## config.mk

```make
export PLATFORM = sky130hd
export DESIGN_NAME = jam_param
export DESIGN_NICKNAME = d
export VERILOG_FILES = /design/src/rtl/jam_pkg.sv /design/src/rtl/jam_perm_gen.sv /design/src/rtl/jam_param.sv
export SDC_FILE = /design/constraint.sdc
export NUM_CORES = 1
export LEC_CHECK = 0
export BUFFER_PORTS_ARGS = -buffer_cell sky130_fd_sc_hd__buf_2
export CAP_MARGIN = 10
export CORE_MARGIN = 4
export CORE_UTILIZATION = 40
export CTS_CLUSTER_DIAMETER = 120
export DETAILED_ROUTE_END_ITERATION = 7
export PLACE_DENSITY = 0.59
export SYNTH_ARGS = -nofsm -noshare
export SYNTH_HDL_FRONTEND = slang
export SYNTH_SLANG_ARGS = --single-unit
export TNS_END_PERCENT = 20
```

## constraint.sdc

```tcl
create_clock -name CLK -period 4.75 [get_ports CLK]
set_input_delay 0.7125 -clock CLK [delete_from_list [all_inputs] [get_ports CLK]]
set_output_delay 0.7125 -clock CLK [all_outputs]
set_load 0.02 [all_outputs]
```

## src/rtl/jam_pkg.sv

```systemverilog
// jam_pkg: shared definitions for the jam_param assignment search engine.
//   - default parameter constants for the top level
//   - run-level and permutation-generator state encodings
//   - factorial() used to check that the MatchCount width is large enough
package jam_pkg;

  localparam int JAM_N_DEF  = 8;
  localparam int JAM_CW_DEF = 7;
  localparam int JAM_IW_DEF = 3;
  localparam int JAM_SW_DEF = 10;
  localparam int JAM_MW_DEF = 16;

  // Run controller: PIVOT/SUCC/REVERSE all live inside RUN_STEP and are
  // sequenced by the permutation generator.
  typedef enum logic [2:0] {
    RUN_IDLE,
    RUN_SUM,
    RUN_EVAL,
    RUN_STEP,
    RUN_DONE
  } run_state_t;

  typedef enum logic [1:0] {
    GEN_IDLE,
    GEN_PIVOT,
    GEN_SUCC,
    GEN_REVERSE
  } gen_state_t;

  function automatic int factorial(input int n);
    int f;
    f = 1;
    for (int k = 2; k <= n; k++) f = f * k;
    return f;
  endfunction

endpackage

```

## src/rtl/jam_perm_gen.sv

```systemverilog
// jam_perm_gen: holds the current permutation and advances it to its
// lexicographic successor on request.
//
// Ports:
//   clk, rst  clock, synchronous active-high reset
//   init      load the identity permutation (only honoured while idle)
//   step      start advancing to the next permutation (only while idle)
//   perm      current permutation, job of worker w at [w*IW +: IW]
//   done      one-cycle flag in the final cycle of a step; perm updates on
//             the same edge
//   last      with done: no successor exists, perm is left unchanged
//
// state       | meaning
// GEN_IDLE    | waiting for init or step
// GEN_PIVOT   | scanning i downward for perm[i] < perm[i+1]
// GEN_SUCC    | scanning j downward for perm[j] > perm[i], then swap
// GEN_REVERSE | reversing the suffix after i, one pair per cycle
module jam_perm_gen
  import jam_pkg::*;
#(
  parameter int N  = JAM_N_DEF,
  parameter int IW = JAM_IW_DEF
) (
  input  logic            clk,
  input  logic            rst,
  input  logic            init,
  input  logic            step,
  output logic [N*IW-1:0] perm,
  output logic            done,
  output logic            last
);

  localparam logic [IW-1:0] I_START = IW'(N - 2);
  localparam logic [IW-1:0] J_START = IW'(N - 1);

  gen_state_t    state_q, state_d;
  logic [IW-1:0] perm_q [N];
  logic [IW-1:0] perm_d [N];
  logic [IW-1:0] i_q, i_d;
  logic [IW-1:0] j_q, j_d;
  logic [IW-1:0] lo_q, lo_d;

  for (genvar w = 0; w < N; w++) begin : g_flat
    assign perm[w*IW +: IW] = perm_q[w];
  end

  always_comb begin
    state_d = state_q;
    i_d     = i_q;
    j_d     = j_q;
    lo_d    = lo_q;
    perm_d  = perm_q;
    done    = 1'b0;
    last    = 1'b0;
    case (state_q)
      GEN_IDLE: begin
        if (init) begin
          for (int w = 0; w < N; w++) perm_d[w] = IW'(w);
        end else if (step) begin
          state_d = GEN_PIVOT;
          i_d     = I_START;
        end
      end
      GEN_PIVOT: begin
        if (perm_q[i_q] < perm_q[i_q + 1'b1]) begin
          state_d = GEN_SUCC;
          j_d     = J_START;
        end else if (i_q == '0) begin
          done    = 1'b1;
          last    = 1'b1;
          state_d = GEN_IDLE;
        end else begin
          i_d = i_q - 1'b1;
        end
      end
      GEN_SUCC: begin
        // A hit is guaranteed no later than j = i+1.
        if (perm_q[j_q] > perm_q[i_q]) begin
          perm_d[i_q] = perm_q[j_q];
          perm_d[j_q] = perm_q[i_q];
          if (i_q == I_START) begin
            // single-element suffix: nothing to reverse
            done    = 1'b1;
            state_d = GEN_IDLE;
          end else begin
            state_d = GEN_REVERSE;
            lo_d    = i_q + 1'b1;
            j_d     = J_START;
          end
        end else begin
          j_d = j_q - 1'b1;
        end
      end
      GEN_REVERSE: begin
        perm_d[lo_q] = perm_q[j_q];
        perm_d[j_q]  = perm_q[lo_q];
        lo_d = lo_q + 1'b1;
        j_d  = j_q - 1'b1;
        // finish in the cycle of the last useful swap
        if ((lo_q + 1'b1) >= (j_q - 1'b1)) begin
          done    = 1'b1;
          state_d = GEN_IDLE;
        end
      end
      default: state_d = GEN_IDLE;
    endcase
  end

  always_ff @(posedge clk) begin
    if (rst) begin
      state_q <= GEN_IDLE;
      i_q     <= '0;
      j_q     <= '0;
      lo_q    <= '0;
      for (int w = 0; w < N; w++) perm_q[w] <= IW'(w);
    end else begin
      state_q <= state_d;
      i_q     <= i_d;
      j_q     <= j_d;
      lo_q    <= lo_d;
      perm_q  <= perm_d;
    end
  end

endmodule

```

## src/rtl/jam_param.sv

```systemverilog
// jam_param: exhaustive job-assignment search. Walks all N! permutations in
// lexicographic order, sums Cost from an external combinational ROM, and
// reports the optimum (min or max) total, how many permutations reach it and
// the first permutation that does.
//
// Ports:
//   CLK, RST    clock, synchronous active-high reset
//   Start       run request, sampled only in IDLE
//   MaxMode     0 = minimise, 1 = maximise; latched when Start is accepted
//   W, J        ROM address (worker, job); W=0, J=perm[0] outside SUM
//   Cost        ROM data for (W,J), same cycle
//   Busy        run in progress
//   Valid       one-cycle pulse, results final
//   MatchCount  permutations equal to BestCost
//   BestCost    optimum total
//   BestPerm    job of worker w at [w*IW +: IW]
//
// state    | meaning
// RUN_IDLE | waiting for Start
// RUN_SUM  | N cycles accumulating the current permutation's cost
// RUN_EVAL | compare sum with best, update best/count/perm
// RUN_STEP | generator runs PIVOT/SUCC/REVERSE to the next permutation
// RUN_DONE | Valid pulse, results visible
module jam_param
  import jam_pkg::*;
#(
  parameter int N  = JAM_N_DEF,
  parameter int CW = JAM_CW_DEF,
  parameter int IW = JAM_IW_DEF,
  parameter int SW = JAM_SW_DEF,
  parameter int MW = JAM_MW_DEF
) (
  input  logic            CLK,
  input  logic            RST,
  input  logic            Start,
  input  logic            MaxMode,
  output logic [IW-1:0]   W,
  output logic [IW-1:0]   J,
  input  logic [CW-1:0]   Cost,
  output logic            Busy,
  output logic            Valid,
  output logic [MW-1:0]   MatchCount,
  output logic [SW-1:0]   BestCost,
  output logic [N*IW-1:0] BestPerm
);

  if (N < 2 || N > 8) begin : g_bad_n
    $error("jam_param: N must be in 2..8");
  end
  if ((1 << IW) < N) begin : g_bad_iw
    $error("jam_param: IW too narrow for N");
  end
  if (SW < CW + IW) begin : g_bad_sw
    $error("jam_param: SW must be at least CW+IW");
  end
  if (MW < $clog2(factorial(N) + 1)) begin : g_bad_mw
    $error("jam_param: MW too narrow for N!");
  end

  localparam logic [IW-1:0] K_LAST = IW'(N - 1);

  run_state_t     state_q, state_d;
  logic [IW-1:0]  k_q, k_d;
  logic [SW-1:0]  sum_q, sum_d;
  logic [SW-1:0]  best_q, best_d;
  logic [MW-1:0]  cnt_q, cnt_d;
  logic [N*IW-1:0] bperm_q, bperm_d;
  logic           max_q, max_d;
  logic [MW-1:0]  out_cnt_q, out_cnt_d;
  logic [SW-1:0]  out_cost_q, out_cost_d;
  logic [N*IW-1:0] out_perm_q, out_perm_d;

  logic [N*IW-1:0] ident_flat;
  logic [N*IW-1:0] perm_flat;
  logic            gen_init, gen_step, gen_done, gen_last;
  logic [SW-1:0]   cost_ext;
  logic            improve, tie;

  for (genvar w = 0; w < N; w++) begin : g_ident
    assign ident_flat[w*IW +: IW] = IW'(w);
  end

  jam_perm_gen #(
    .N  (N),
    .IW (IW)
  ) u_perm_gen (
    .clk  (CLK),
    .rst  (RST),
    .init (gen_init),
    .step (gen_step),
    .perm (perm_flat),
    .done (gen_done),
    .last (gen_last)
  );

  always_comb begin
    W = (state_q == RUN_SUM) ? k_q : '0;
    J = perm_flat[int'(W)*IW +: IW];
  end

  assign cost_ext = {{(SW-CW){1'b0}}, Cost};
  assign improve  = max_q ? (sum_q > best_q) : (sum_q < best_q);
  assign tie      = (sum_q == best_q);

  always_comb begin
    state_d    = state_q;
    k_d        = k_q;
    sum_d      = sum_q;
    best_d     = best_q;
    cnt_d      = cnt_q;
    bperm_d    = bperm_q;
    max_d      = max_q;
    out_cnt_d  = out_cnt_q;
    out_cost_d = out_cost_q;
    out_perm_d = out_perm_q;
    gen_init   = 1'b0;
    gen_step   = 1'b0;
    case (state_q)
      RUN_IDLE: begin
        if (Start) begin
          max_d    = MaxMode;
          // all-ones is unreachable as a sum, so the first permutation
          // always wins in min mode; in max mode a zero sum ties instead,
          // which is why bperm starts at identity
          best_d   = MaxMode ? '0 : '1;
          cnt_d    = '0;
          bperm_d  = ident_flat;
          k_d      = '0;
          gen_init = 1'b1;
          state_d  = RUN_SUM;
        end
      end
      RUN_SUM: begin
        sum_d = ((k_q == '0) ? '0 : sum_q) + cost_ext;
        if (k_q == K_LAST) begin
          k_d     = '0;
          state_d = RUN_EVAL;
        end else begin
          k_d = k_q + 1'b1;
        end
      end
      RUN_EVAL: begin
        if (improve) begin
          best_d  = sum_q;
          cnt_d   = MW'(1);
          bperm_d = perm_flat;
        end else if (tie) begin
          cnt_d = cnt_q + 1'b1;
        end
        gen_step = 1'b1;
        state_d  = RUN_STEP;
      end
      RUN_STEP: begin
        if (gen_done) begin
          if (gen_last) begin
            // load on entry so results are visible during the Valid cycle
            out_cnt_d  = cnt_q;
            out_cost_d = best_q;
            out_perm_d = bperm_q;
            state_d    = RUN_DONE;
          end else begin
            state_d = RUN_SUM;
          end
        end
      end
      RUN_DONE: state_d = RUN_IDLE;
      default:  state_d = RUN_IDLE;
    endcase
  end

  always_ff @(posedge CLK) begin
    if (RST) begin
      state_q    <= RUN_IDLE;
      k_q        <= '0;
      sum_q      <= '0;
      best_q     <= '0;
      cnt_q      <= '0;
      bperm_q    <= ident_flat;
      max_q      <= 1'b0;
      out_cnt_q  <= '0;
      out_cost_q <= '0;
      out_perm_q <= ident_flat;
    end else begin
      state_q    <= state_d;
      k_q        <= k_d;
      sum_q      <= sum_d;
      best_q     <= best_d;
      cnt_q      <= cnt_d;
      bperm_q    <= bperm_d;
      max_q      <= max_d;
      out_cnt_q  <= out_cnt_d;
      out_cost_q <= out_cost_d;
      out_perm_q <= out_perm_d;
    end
  end

  assign Busy       = (state_q == RUN_SUM) || (state_q == RUN_EVAL) || (state_q == RUN_STEP);
  assign Valid      = (state_q == RUN_DONE);
  assign MatchCount = out_cnt_q;
  assign BestCost   = out_cost_q;
  assign BestPerm   = out_perm_q;

endmodule

```

==> impl_metrics.env <==
export IMPL_finalWorstPathRequiredPeriod_ps=4080
export IMPL_synth_top_area_cell="dfxtp_1"
export IMPL_async_flop_share_pct=0
export IMPL_nets=1184
export IMPL_grt_overflow_total=0
export IMPL_detail_route_wirelength_um=25390
export IMPL_grt_start_max_net_pins=89
export IMPL_critical_path_required_ps=5020
export IMPL_groute_usage_overall_pct=21.15
export IMPL_boundaryPins=69
export IMPL_die_h_um=155.9
export IMPL_arrival_ps=4350
export IMPL_finalHoldViolations=0
export IMPL_global_route_wire_length_before_repair_um=41710
export IMPL_cts_reportedPaths_clkPinSlew_ps=60
export IMPL_tritoncts_num_buffers=17
export IMPL_relSlewSlack_pct=36.92
export IMPL_drc_errors=0
export IMPL_placedInstanceArea_um2=9356
export IMPL_status="finished clean"
export IMPL_clkSinkCount=152
export IMPL_ctsResizeCount=0
export IMPL_router_iterations_before_antenna_repair=8
export IMPL_clock_skew_ps=11.90
export IMPL_placeableCoreArea_um2=21290
export IMPL_grt_antenna_before_repair=0
export IMPL_leakage_power_nw=3.727
export IMPL_timing_final_setup_violations=0
export IMPL_cts_htree_levels=4
export IMPL_worst_pin_slew_ps=946.2
export IMPL_ys_top_cells_by_count="nand2_1 (196), dfxtp_1 (152), a21oi_1 (98)"
export IMPL_yosys_register_bits=152
export IMPL_cts_tree="built"
export IMPL_num_rows=53
export IMPL_critPathLaunchType="register"
export IMPL_dr_first_iter_drc_count=691
export IMPL_cap_viol_max_count=0
export IMPL_first_global_vias=7780
export IMPL_die_w_um=155.9
export IMPL_synth_flop_cell="dfxtp_1"
export IMPL_post_route_cells_drive_above_1_share_pct=14.97
export IMPL_num_antenna_cells=0
export IMPL_setup_total_negative_slack_ps=0
export IMPL_start_util_pct=41.10
export IMPL_post_synth_edffs=0
export IMPL_synth_most_common_cell="nand2_1"
export IMPL_peakVddDrop_v=0.0002182
export IMPL_end_kind="register"
export IMPL_hold_buffers=0
export IMPL_postSynthCellCount=1097
export IMPL_via_per_inst=5.703
export IMPL_post_synth_cell_area_avg_um2=7.975
export IMPL_syn_nets=1144
export IMPL_finalCritPeriodShare_pct=85.89
export IMPL_numPortBuffers=68
export IMPL_synth_area_um2=8748
export IMPL_fp_dieArea_um2=24300
export IMPL_finalMaxSlewViolations=0
export IMPL_cts_buffer_depth=2
export IMPL_number_of_warnings_printed_during_yosys_synthesis=0
export IMPL_max_freq_mhz=245.1
export IMPL_design_power_total_w=0.003680
export IMPL_buffer_type_at_the_clock_tree_root="clkbuf_16"
export IMPL_ant_nets=0
export IMPL_critical_path_max_fanout=41
export IMPL_area_delta_synth_final_pct=13.42
export IMPL_hold_path_class="reg2reg"
export IMPL_rsz0062_at_grt="false"
export IMPL_routed_wire_length_per_instance_um=17.83
export IMPL_finalInstanceArea_um2=9922
export IMPL_power_density_normalized_to_cell_area_nw_per_um2=370.8
export IMPL_routabilityCongestion=0.9721
export IMPL_yosys_area_top_type_share_pct=34.78
export IMPL_category_of_the_critical_setup_timing_path="reg2reg"
export IMPL_cts_repair_timing_setup_buffer_count=0
export IMPL_holdWs_ps=450.5
export IMPL_synth_seq_area_share_pct=34.78
export IMPL_ys_top_cells_by_area="dfxtp_1 (35%), nand2_1 (8.4%), a21oi_1 (5.6%)"
export IMPL_dr_total_vias=8121
export IMPL_netlist_cell_type_count=73
export IMPL_worstSkewPairLatency_ps=430
export IMPL_dp_final_hpwl_um=17890
## layout by cell type (no fill, tap or decap), types with 15 or more instances in the layout
cell,instances
a211oi_1,25
a21oi_1,98
buf_2,67
buf_4,28
clkbuf_16,17
dfxtp_1,152
ha_1,35
inv_1,35
mux2i_1,36
nand2_1,196
nand3_1,42
nand3b_1,15
nor2_1,95
nor3_1,37
o21ai_0,29
o21bai_1,16
## where the power goes
part / switching (W) / leakage, nW / internal (W)
clock network: 0.000593 / 0.262 / 0.000732
logic: 0.000543 / 2.23 / 0.000350
registers: 0.000140 / 1.23 / 0.00132
## worst paths after layout
check | from | to | slack (ps) | depth (start not counted)
worst max-delay path | u_perm_gen.i_q[1] | MatchCount[2] | 670 | 13
worst min-delay path | BestCost[5] | BestCost[5] | 450 | 2
worst max register to register | u_perm_gen.i_q[1] | MatchCount[2] | 670 | 13
worst min register to register | BestCost[5] | BestCost[5] | 450 | 2
## cell type report
| class | instances | area, um^2 |
|---|---|---|
| sequential | 152 | 3043 |
| timing repair buffer | 96 | 565.5 |
| multi-input combinational | 833 | 5265 |
| clock inverter | 14 | 140.1 |
| fill | 2136 | 11360 |
| tap | 275 | 344.1 |
| inverter | 37 | 138.9 |
| clock buffer | 17 | 425.4 |
## through the flow
stage                     setup WS, ps  instances  util, %
after floorplan                   1005       1097        -
after global placement           762.8       1393    43.95
after detailed placement         678.4       1393    43.95
after CTS                        648.0       1424    46.61
after global routing             418.5       1424    46.61
final                            670.1       1424    46.61
## cells by family (layout without fill, tap and decap cells)
| kind of cell | after synthesis | after routing | synth area share [%] |
|---|---|---|---|
| adders and majority gates | 36 | 36 | 5.235 |
| muxes | 58 | 58 | 8.610 |
| and+or+nand+nor | 467 | 467 | 24.86 |
| xor gates and xnor gates | 20 | 20 | 2.002 |
| buffers and inverters | 112 | 164 | 5.449 |
| DFF | 152 | 152 | 34.78 |
| AOI/OAI and AO/OA | 252 | 252 | 19.06 |
## worst max-delay path: stages, from the launching register on
cell and delay (ps):
dfxtp_1 330, inv_1 90, ha_1 480, mux4_2 540
mux2i_1 170, ha_1 230, nor3_1 70, nor2_1 130
o41ai_2 110, or3_4 380, or4_2 840, buf_4 330
nand2_1 130, a21oi_1 60
## state kept, by name (all words and copies together), names as in the netlist, 10 cells and up
signal	count
best_q	10
cnt_q	16
BestCost	10
MatchCount	16
u_perm_gen.perm	24
sum_q	10
bperm_q	24
BestPerm	24
## per-layer routing
metal,track usage (%),share of wire (%)
met1,28.66,45
met2,33.24,45
met3,4.466,6.9
met4,7.962,3.2
met5,0,0
Note: power is estimated with default switching activity, not from simulation.
